### src/rtl/aclk_pkg.sv
// aclk_pkg: shared key codes, scanner state encoding and keypad map for the alarm clock front end
package aclk_pkg;
  localparam logic [3:0] NOKEY = 4'd10;
  localparam logic [3:0] KEY_0 = 4'd0, KEY_1 = 4'd1, KEY_2 = 4'd2, KEY_3 = 4'd3, KEY_4 = 4'd4;
  localparam logic [3:0] KEY_5 = 4'd5, KEY_6 = 4'd6, KEY_7 = 4'd7, KEY_8 = 4'd8, KEY_9 = 4'd9;
  typedef enum logic [1:0] {ST_SCAN, ST_DEBOUNCE, ST_PRESSED, ST_RELEASE} scan_state_t;
  // Rows 0-2 hold digits 1-9; row 3 is '*', 0, '#', and '*'/'#' decode as no key.
  function automatic logic [3:0] key_at(input logic [1:0] row, input logic [1:0] col);
    return row == 2'd3 ? (col == 2'd1 ? KEY_0 : NOKEY) : 4'({2'b00, row} * 4'd3 + {2'b00, col} + 4'd1);
  endfunction
endpackage

### src/rtl/aclk_debounce.sv
// aclk_debounce: level debouncer; ports clock, reset (sync, active-low), tick (sample strobe), din (synchronized level), dout (debounced level)
module aclk_debounce #(
  parameter int DEBOUNCE = 3
) (
  input  logic clock,
  input  logic reset,
  input  logic tick,
  input  logic din,
  output logic dout
);
  localparam int CW = $clog2(DEBOUNCE + 1);
  logic [CW-1:0] cnt;
  always_ff @(posedge clock)
    if (!reset) begin
      cnt  <= '0;
      dout <= 1'b0;
    end else if (tick) begin
      if (din == dout) cnt <= '0;
      else if (cnt == CW'(DEBOUNCE - 1)) begin
        dout <= din;
        cnt  <= '0;
      end else cnt <= cnt + 1'b1;
    end
endmodule

### src/rtl/aclk_keypad_scanner.sv
// aclk_keypad_scanner: 4x3 keypad scanner + button debouncers; in clock, reset (sync active-low), col_n, alarm_raw, time_raw; out row_n, key, alarm_button, time_button
module aclk_keypad_scanner
  import aclk_pkg::*;
#(
  parameter int SCAN_DIV = 4,
  parameter int DEBOUNCE = 3
) (
  input  logic       clock,
  input  logic       reset,
  input  logic [2:0] col_n,
  input  logic       alarm_raw,
  input  logic       time_raw,
  output logic [3:0] row_n,
  output logic [3:0] key,
  output logic       alarm_button,
  output logic       time_button
);
  localparam int DW = $clog2(SCAN_DIV);
  localparam int CW = $clog2(DEBOUNCE + 1);
  logic [2:0] col_s1, col_s2, low;
  logic [1:0] alarm_s, time_s, row, row_nx, col;
  logic [DW-1:0] div;
  logic [CW-1:0] cnt, cnt_nx;
  logic [3:0] cand, cand_nx, key_nx, code;
  logic tick, valid, last;
  scan_state_t state, state_nx;
  always_ff @(posedge clock)
    if (!reset) begin
      col_s1  <= '1;
      col_s2  <= '1;
      alarm_s <= '0;
      time_s  <= '0;
      div     <= '0;
    end else begin
      col_s1  <= col_n;
      col_s2  <= col_s1;
      alarm_s <= {alarm_s[0], alarm_raw};
      time_s  <= {time_s[0], time_raw};
      div     <= tick ? '0 : div + 1'b1;
    end
  assign tick  = div == DW'(SCAN_DIV - 1);
  assign low   = ~col_s2;
  assign col   = low[0] ? 2'd0 : low[1] ? 2'd1 : 2'd2;
  assign code  = key_at(row, col);
  assign valid = (low == 3'b001 || low == 3'b010 || low == 3'b100) && code != NOKEY;
  // cnt holds matches seen so far, so the next agreeing sample is the accepting one
  assign last  = cnt == CW'(DEBOUNCE - 1);
  always_comb begin
    state_nx = state;
    row_nx   = row;
    cnt_nx   = cnt;
    cand_nx  = cand;
    key_nx   = key;
    if (tick)
      case (state)
        ST_SCAN:
          if (valid) begin
            cand_nx  = code;
            cnt_nx   = CW'(1);
            state_nx = DEBOUNCE == 1 ? ST_PRESSED : ST_DEBOUNCE;
            key_nx   = DEBOUNCE == 1 ? code : key;
          end else row_nx = row + 1'b1;
        ST_DEBOUNCE:
          if (valid && code == cand) begin
            cnt_nx   = cnt + 1'b1;
            state_nx = last ? ST_PRESSED : ST_DEBOUNCE;
            key_nx   = last ? cand : key;
          end else begin
            state_nx = ST_SCAN;
            row_nx   = row + 1'b1;
          end
        ST_PRESSED:
          if (!valid) begin
            cnt_nx   = CW'(1);
            state_nx = DEBOUNCE == 1 ? ST_SCAN : ST_RELEASE;
            key_nx   = DEBOUNCE == 1 ? NOKEY : key;
            row_nx   = DEBOUNCE == 1 ? row + 1'b1 : row;
          end
        ST_RELEASE:
          if (!valid) begin
            cnt_nx   = cnt + 1'b1;
            state_nx = last ? ST_SCAN : ST_RELEASE;
            key_nx   = last ? NOKEY : key;
            row_nx   = last ? row + 1'b1 : row;
          end else if (code == key) begin
            cnt_nx   = '0;
            state_nx = ST_PRESSED;
          end
        default: state_nx = ST_SCAN;
      endcase
  end
  always_ff @(posedge clock)
    if (!reset) begin
      state <= ST_SCAN;
      row   <= '0;
      cnt   <= '0;
      cand  <= NOKEY;
      key   <= NOKEY;
    end else begin
      state <= state_nx;
      row   <= row_nx;
      cnt   <= cnt_nx;
      cand  <= cand_nx;
      key   <= key_nx;
    end
  assign row_n = ~(4'b0001 << row);
  aclk_debounce #(.DEBOUNCE(DEBOUNCE)) u_alarm (.clock(clock), .reset(reset), .tick(tick), .din(alarm_s[1]), .dout(alarm_button));
  aclk_debounce #(.DEBOUNCE(DEBOUNCE)) u_time (.clock(clock), .reset(reset), .tick(tick), .din(time_s[1]), .dout(time_button));
endmodule

### config.mk
export PLATFORM = sky130hd
export DESIGN_NAME = aclk_keypad_scanner
export DESIGN_NICKNAME = d
export VERILOG_FILES = /design/src/rtl/aclk_pkg.sv /design/src/rtl/aclk_debounce.sv /design/src/rtl/aclk_keypad_scanner.sv
export SDC_FILE = /design/constraint.sdc
export NUM_CORES = 1
export LEC_CHECK = 0
export CAP_MARGIN = 40
export CORE_ASPECT_RATIO = 0.6
export CORE_MARGIN = 2
export CORE_UTILIZATION = 45
export CTS_BUF_LIST = sky130_fd_sc_hd__clkbuf_8
export DETAILED_ROUTE_END_ITERATION = 7
export PLACE_DENSITY_LB_ADDON = 0.12
export SLEW_MARGIN = 5
export SYNTH_ARGS = -nofsm -noshare
export SYNTH_HDL_FRONTEND = slang
export SYNTH_HIERARCHICAL = 1
export SYNTH_SLANG_ARGS = --single-unit
### constraint.sdc
create_clock -name clock -period 3.8 [get_ports clock]
set_input_delay 0.95 -clock clock [delete_from_list [all_inputs] [get_ports clock]]
set_output_delay 0.95 -clock clock [all_outputs]
set_load 0.02 [all_outputs]
== After elaboration in Yosys (flattened, before gate mapping) ==
Index checks and enable logic that the tools add are counted.

* Output and inout port bits: 10
* Logic and storage cells: 101
* Flip-flop bits (word level): 32

* Eq/ne operators: 26
* Bitwise gates (word level): 7
* Muxes and demuxes: 31
* Add/sub/neg operators: 7
* Reductions and logical operators: 14
* Shifts and indexed selects: 1
* $mul: 1

{| class="wikitable"
|+ Operator list
! kind !! count
|-
| 2-bit 2-to-1 mux || 21
|-
| 4-bit 2-to-1 mux || 6
|-
| 2-bit != test (second input constant) || 8
|-
| 2-bit case mux with 4 select lines || 2
|-
| 2-bit == test (second input constant) || 7
|-
| 6-bit AND reduction || 2
|-
| 2-bit by 1-bit adder with 2-bit output (second input constant) || 5
|-
| 3-bit AND reduction || 3
|-
| 4-bit == test || 2
|-
| 4-bit case mux with 2 select lines || 1
|-
| 2-bit case mux with 3 select lines || 1
|-
| 1-bit NOT || 5
|-
| 5-bit AND reduction || 1
|-
| 4-bit by 1-bit adder with 4-bit output (second input constant) || 1
|-
| 4-bit by 2-bit adder with 4-bit output || 1
|-
| 2-bit by 1-bit == test with 1-bit output (second input constant) || 2
|-
| 2-bit by 2-bit multiplier with 4-bit output (second input constant) || 1
|-
| 4-bit != test (second input constant) || 1
|-
| 4-bit NOT || 1
|-
| 4-bit AND reduction || 1
|-
| 2-bit OR reduction || 2
|-
| 1-bit by 2-bit << shifter with 4-bit output (first input constant) || 1
|-
| 3-bit by 1-bit == test with 1-bit output (second input constant) || 1
|-
| 3-bit by 2-bit == test with 1-bit output (second input constant) || 1
|-
| 7 further kinds || 10
|}

== Longest topological paths before layout ==
* Word-level depth: 11
* Depth in mapped cells: 10

== Modules after synthesis ==
Netlist, hierarchy kept.

{| class="wikitable"
|+ By module, submodules not included
! module !! times used !! area an instance (µm²) !! cells each
|-
| aclk_keypad_scanner || 1 || 1680.4 || 178
|-
| aclk_debounce || 2 || 138.9 || 14
|}

== Worst setup path after synthesis ==
Ideal clock, no wire load.

* Kind: reg-to-reg
* Start: reg col_s2[1]
* End: reg cnt[0] (netlist name)
* Slack: 0.919 ns
* Stages on the path, launching flop included: 11
* Data required time: 3.740 ns
* Arrival time: 2.821 ns
* Path buffers: 0
* Path through: dfxtp_1 and2_1 fa_1 inv_1 fa_1 xor2_2 nor4b_4 a21oi_2 xnor2_1 a311oi_2 o221a_1

{| class="wikitable"
|+ RTL lines
! what !! RTL line !! source
|-
| start, declared || aclk_keypad_scanner.sv:20 || <nowiki>logic [2:0] col_s1, col_s2, low;</nowiki>
|-
| start signal, assigned || aclk_keypad_scanner.sv:36 || <nowiki>col_s2 <= col_s1;</nowiki>
|}

== Worst setup path after layout ==
* Start: reg col_s2[1]
* End: reg key[1]

* Cells in the longest elaborated chain, start to end: 11

{| class="wikitable"
|+ RTL lines
! what !! RTL line !! source
|-
| 3-bit NOT (*) || aclk_keypad_scanner.sv:42 || <nowiki>assign low = ~col_s2;</nowiki>
|-
| 2-bit 2-to-1 mux (2 in a row) || aclk_keypad_scanner.sv:43 || <nowiki>assign col = low[0] ? 2'd0 : low[1] ? 2'd1 : 2'd2;</nowiki>
|-
| 4-bit by 2-bit adder with 4-bit output / 2-bit by 1-bit == test with 1-bit output (equally long branches) || aclk_pkg.sv:9 || <nowiki>return row == 2'd3 ? (col == 2'd1 ? KEY_0 : NOKEY) : 4'({2'b00, row} * 4'd3 + {2'b00, col} + 4'd1);</nowiki>
|-
| 4-bit by 1-bit adder with 4-bit output / 4-bit 2-to-1 mux (equally long branches) || aclk_pkg.sv:9 ||
|-
| 4-bit 2-to-1 mux || aclk_pkg.sv:9 ||
|-
| 4-bit != test || aclk_keypad_scanner.sv:45 || <nowiki>assign valid = (low == 3'b001 || low == 3'b010 || low == 3'b100) && code != NOKEY;</nowiki>
|-
| 1-bit logical AND || aclk_keypad_scanner.sv:45 ||
|-
| 1-bit logical AND || aclk_keypad_scanner.sv:64 || <nowiki>if (valid && code == cand) begin</nowiki>
|-
| 2-bit != test (no source line) || - ||
|-
| 6-bit AND reduction (no source line) (*) || - ||
|-
| end signal, assigned || aclk_keypad_scanner.sv:104 || <nowiki>key <= key_nx;</nowiki>
|-
| end, declared || aclk_keypad_scanner.sv:14 || <nowiki>output logic [3:0] key,</nowiki>
|}

Every way passes the cells marked *; elsewhere a longest branch is shown, timed or not.
A chain may end at the register's enable or synchronous reset.

==> summary.md <==
| Metric | Value |
|---|---|
| Most used cell, CP | fa_1 |
| Cells after synthesis | between 200 and 250 |
| Final #Nets | between 200 and 250 |
| Min-delay worst type | register to register |
| Row count | 18 |
| Synthesized flop and latch total | 32 |
| Share of layout cells above drive strength 1 | 0.1205 |
| Vias per cell | 5.454 |
| Top_reg_cell synth | dfxtp_1 |
| Mapped Area | between 1500 and 2000 um^2 |
| Worst Path Required | 3.94 ns |
| Worst rel slew slack | 0.5513 |
| Fin Clk Skew | between 0.004 and 0.005 ns |
| Tcrit/Tclk final | 0.8473 |
| Sequential share of the synthesized area | 0.3272 |
| Crit path capture type | register |
| Static Leak | 0.0008865 uW |
| Max_cap viols | 0 |
| Post-synth EDFFs | 0 |
| CP startpoint | col_s2[1] |
| Cell taking the most area after synthesis | dfxtp_1 |
| Met3 WL post-DR | 229 um |
| Worst IR drop on VDD | 0.3062 mV |
| Synth cell types | 63 |
| CTS H-tree depth | 2 |
| Via count | 1549 |
| Crit Path Category | register to register |
| Outcome | finished clean |
| Uppermost layer routed | met4 |
| GPL Wtd Cong | 0.9016 |
| Placed cell count | 276 |
| Critical-path cell list | and2_1 > fa_1 > inv_1 > fa_1 > xor2_2 > nor4b_4 > a2111oi_0 > and4_1 > nor4b_1 > a41oi_1 |
| Die area | just under 5000 um^2 |
| Critical Path Sink | key[1] |
| Critical Path Stages | 10 |
| Vias in the first global route | 1452 |
| Net Count, Synth | 224 |
| Total wire length | 3969 um |
| Initial Util | 0.4725 |
| Critical path buffers and inverters | 1 |
| GRT Residual Overflow | 0 |
| Hold Fails Final Rpt | 0 |
| Clock Path Buffers | 2 |
| Setup TNS | 0 ns |
| Postcts setup bufs | 0 |
| Post-synth top area share | 0.3272 |
| First-pass GRT wire length | 6872 um |
| Pin count of the biggest net entering global routing | 32 |
| Worst R2R Start | col_s2[1] |
| Clk root buf | clkbuf_8 |
| Top cells by area, synth | dfxtp_1 (33%), ha_1 (5.8%), mux2i_1 (4.1%) |
| Final WS setup | approximately 0.58 ns |
| Syn_area_per_cell | 9.505 um^2 |
| R2R Path End | key[1] |
| Dpl hpwl | 3100 um |
| FF-to-FF setup slack | 0.58 ns |
| Worst Reg2Reg Path Length in Cells | 10 |
| CP max stage delay | 0.51 ns |
| Arr. time, crit path | between 3 and 4 ns |
| Routed length per instance | 13.98 um |
| DR pass1 iterations | 4 |
| Count of pins over their slew limit | 0 |
| CP delay by family, top | simple AND/OR/NAND/NOR gates |
| 1st-iter DRT viols | between 100 and 150 |
| Worst-Margin Slew | ~0.67 ns |
| # DRC | 0 |
| Die height | between 50 and 60 um |
| Clock transition at path regs | 0.07 ns |
| Post-layout min period | 3.220 ns |
| Initial antenna violation count | 0 |
| CTS tree | built |
| # hold bufs at CTS | 0 |
| Fmax | 0.3106 GHz |
| Ports | 17 |
| CTS resizes | 0 |
| Critical path fanouts, max | 6 |
| Fin cells | 284 |
| Final setup vio count | 0 |
| Min-delay src | col_s1[0] |
| Warnings from Yosys | 6 |
| # diodes | 0 |
| CTS buffer count | 5 |
| Port buffer count | 16 |
| Pre-CTS setup slack | about 0.62 ns |
| M1 WL | between 2000 and 2500 um |
| Top post-synthesis cells by count | dfxtp_1 (32), nand2_1 (20), inv_1 (18) |
| Layout overhead on the synthesized area | 16.49% |
| Die X | 89.16 um |
| Critical Path Start Type | register |
| Routed wl met2 | roughly 1600 um |
| CP max-delay cell | fa_1 |
| Clk sinks | 32 |
| GRT Util Overall | 0.1866 |
| Area of the core | 4144 um^2 |
| RSZ-0062 raised after global routing | false |
| PD cells | 360.3 nW/um^2 |
| # fillers | 403 |
| Routed Antenna Nets | 0 |
| Worst skew pair latency | between 0.2 and 0.3 ns |
| Cell with the most instances after synthesis | dfxtp_1 |
| Synth async-reset ratio | 0 |
-- placed cells by master (no fill, tap or decap), types with 3 or more instances in the layout --
| master | Yosys | layout |
|---|---|---|
| nand2_1 | 20 | 20 |
| and2_1 | 5 | 5 |
| dfxtp_1 | 32 | 32 |
| nand3b_1 | 6 | 6 |
| mux2i_1 | 8 | 8 |
| nand2b_1 | 9 | 9 |
| xnor2_1 | 4 | 4 |
| o21ai_1 | 5 | 5 |
| nor2_1 | 5 | 5 |
| ha_1 | 9 | 9 |
| a21oi_1 | 6 | 6 |
| o21ai_0 | 4 | 4 |
| clkdlybuf4s50_1 | 0 | 16 |
| nand3_1 | 4 | 4 |
| clkbuf_8 | 0 | 7 |
| nor3_1 | 3 | 3 |
| inv_1 | 18 | 18 |
-- worst register-to-register path, stage by stage (launching register included) --
cell,delay (ns)
dfxtp_1,0.31
and2_1,0.18
fa_1,0.51
inv_1,0.06
fa_1,0.48
xor2_2,0.28
nor4b_4,0.39
a2111oi_0,0.19
and4_1,0.25
nor4b_1,0.35
a41oi_1,0.08
-- report_power, final --
part | total [uW] | switching (uW) | internal [uW]
sequential | 352 | 6.54 | 346
clock | 354 | 122 | 231
combinational | 116 | 64.2 | 52.0
-- cell families (layout without fill, tap and decap cells) --
family | after synthesis | count (layout) | share of synthesized area
compound gates | 47 | 47 | 0.1968
xor+xnor | 8 | 8 | 0.05751
fa+ha+maj | 11 | 11 | 0.07796
buf+inv | 25 | 43 | 0.05814
flops | 32 | 32 | 0.3272
mux | 9 | 9 | 0.04665
simple gates | 74 | 74 | 0.2358
-- registers in the layout, indices dropped and copies added (netlist names), 3 cells and up --
signal,cells
cand,4
col_s1,3
col_s2,3
key,4
-- routing by layer --
layer / GRT usage / vias to the layer above
met5: 0 / -
met4: 0.05224 / 0
met3: 0.05045 / 5
met2: 0.2679 / 37
met1: 0.2735 / 724
li1: - / 783
-- stage by stage --
step	power (uW)	hold slack [ns]	cell area (um^2)	utilization
floorplan	447.2	0.3863	1958	-
global placement	474.0	0.3954	2155	0.5199
detailed placement	475.6	0.3978	2155	0.5199
CTS	831.6	0.4134	2281	0.5504
global route	863.0	0.4300	2281	0.5504
finish	821.9	0.4084	2281	0.5504
-- worst min path at each step --
stage          slack [ns]  cells past startpoint         to
2_1_floorplan        0.39                      1  col_s2[0]
3_5_place_dp         0.40                      1  col_s2[0]
6_report             0.41                      1  col_s2[0]
4_1_cts              0.41                      1  col_s2[0]
5_1_grt              0.43                      1  col_s2[0]
3_3_place_gp         0.40                      1  col_s2[2]
-- final cells by class --
class | instances | area [um^2] | share of cell area
clock buffers | 7 | 96.34 | 0.04224
flip-flops and latches | 32 | 640.6 | 0.2809
inverters | 18 | 67.56 | 0.02962
repair buffers | 17 | 167.7 | 0.07351
well taps | 60 | 75.07 | 0.03291
clock inverters | 1 | 30.03 | 0.01317
multi-input cells | 149 | 1204 | 0.5277
(Power assumes the default switching activity.)
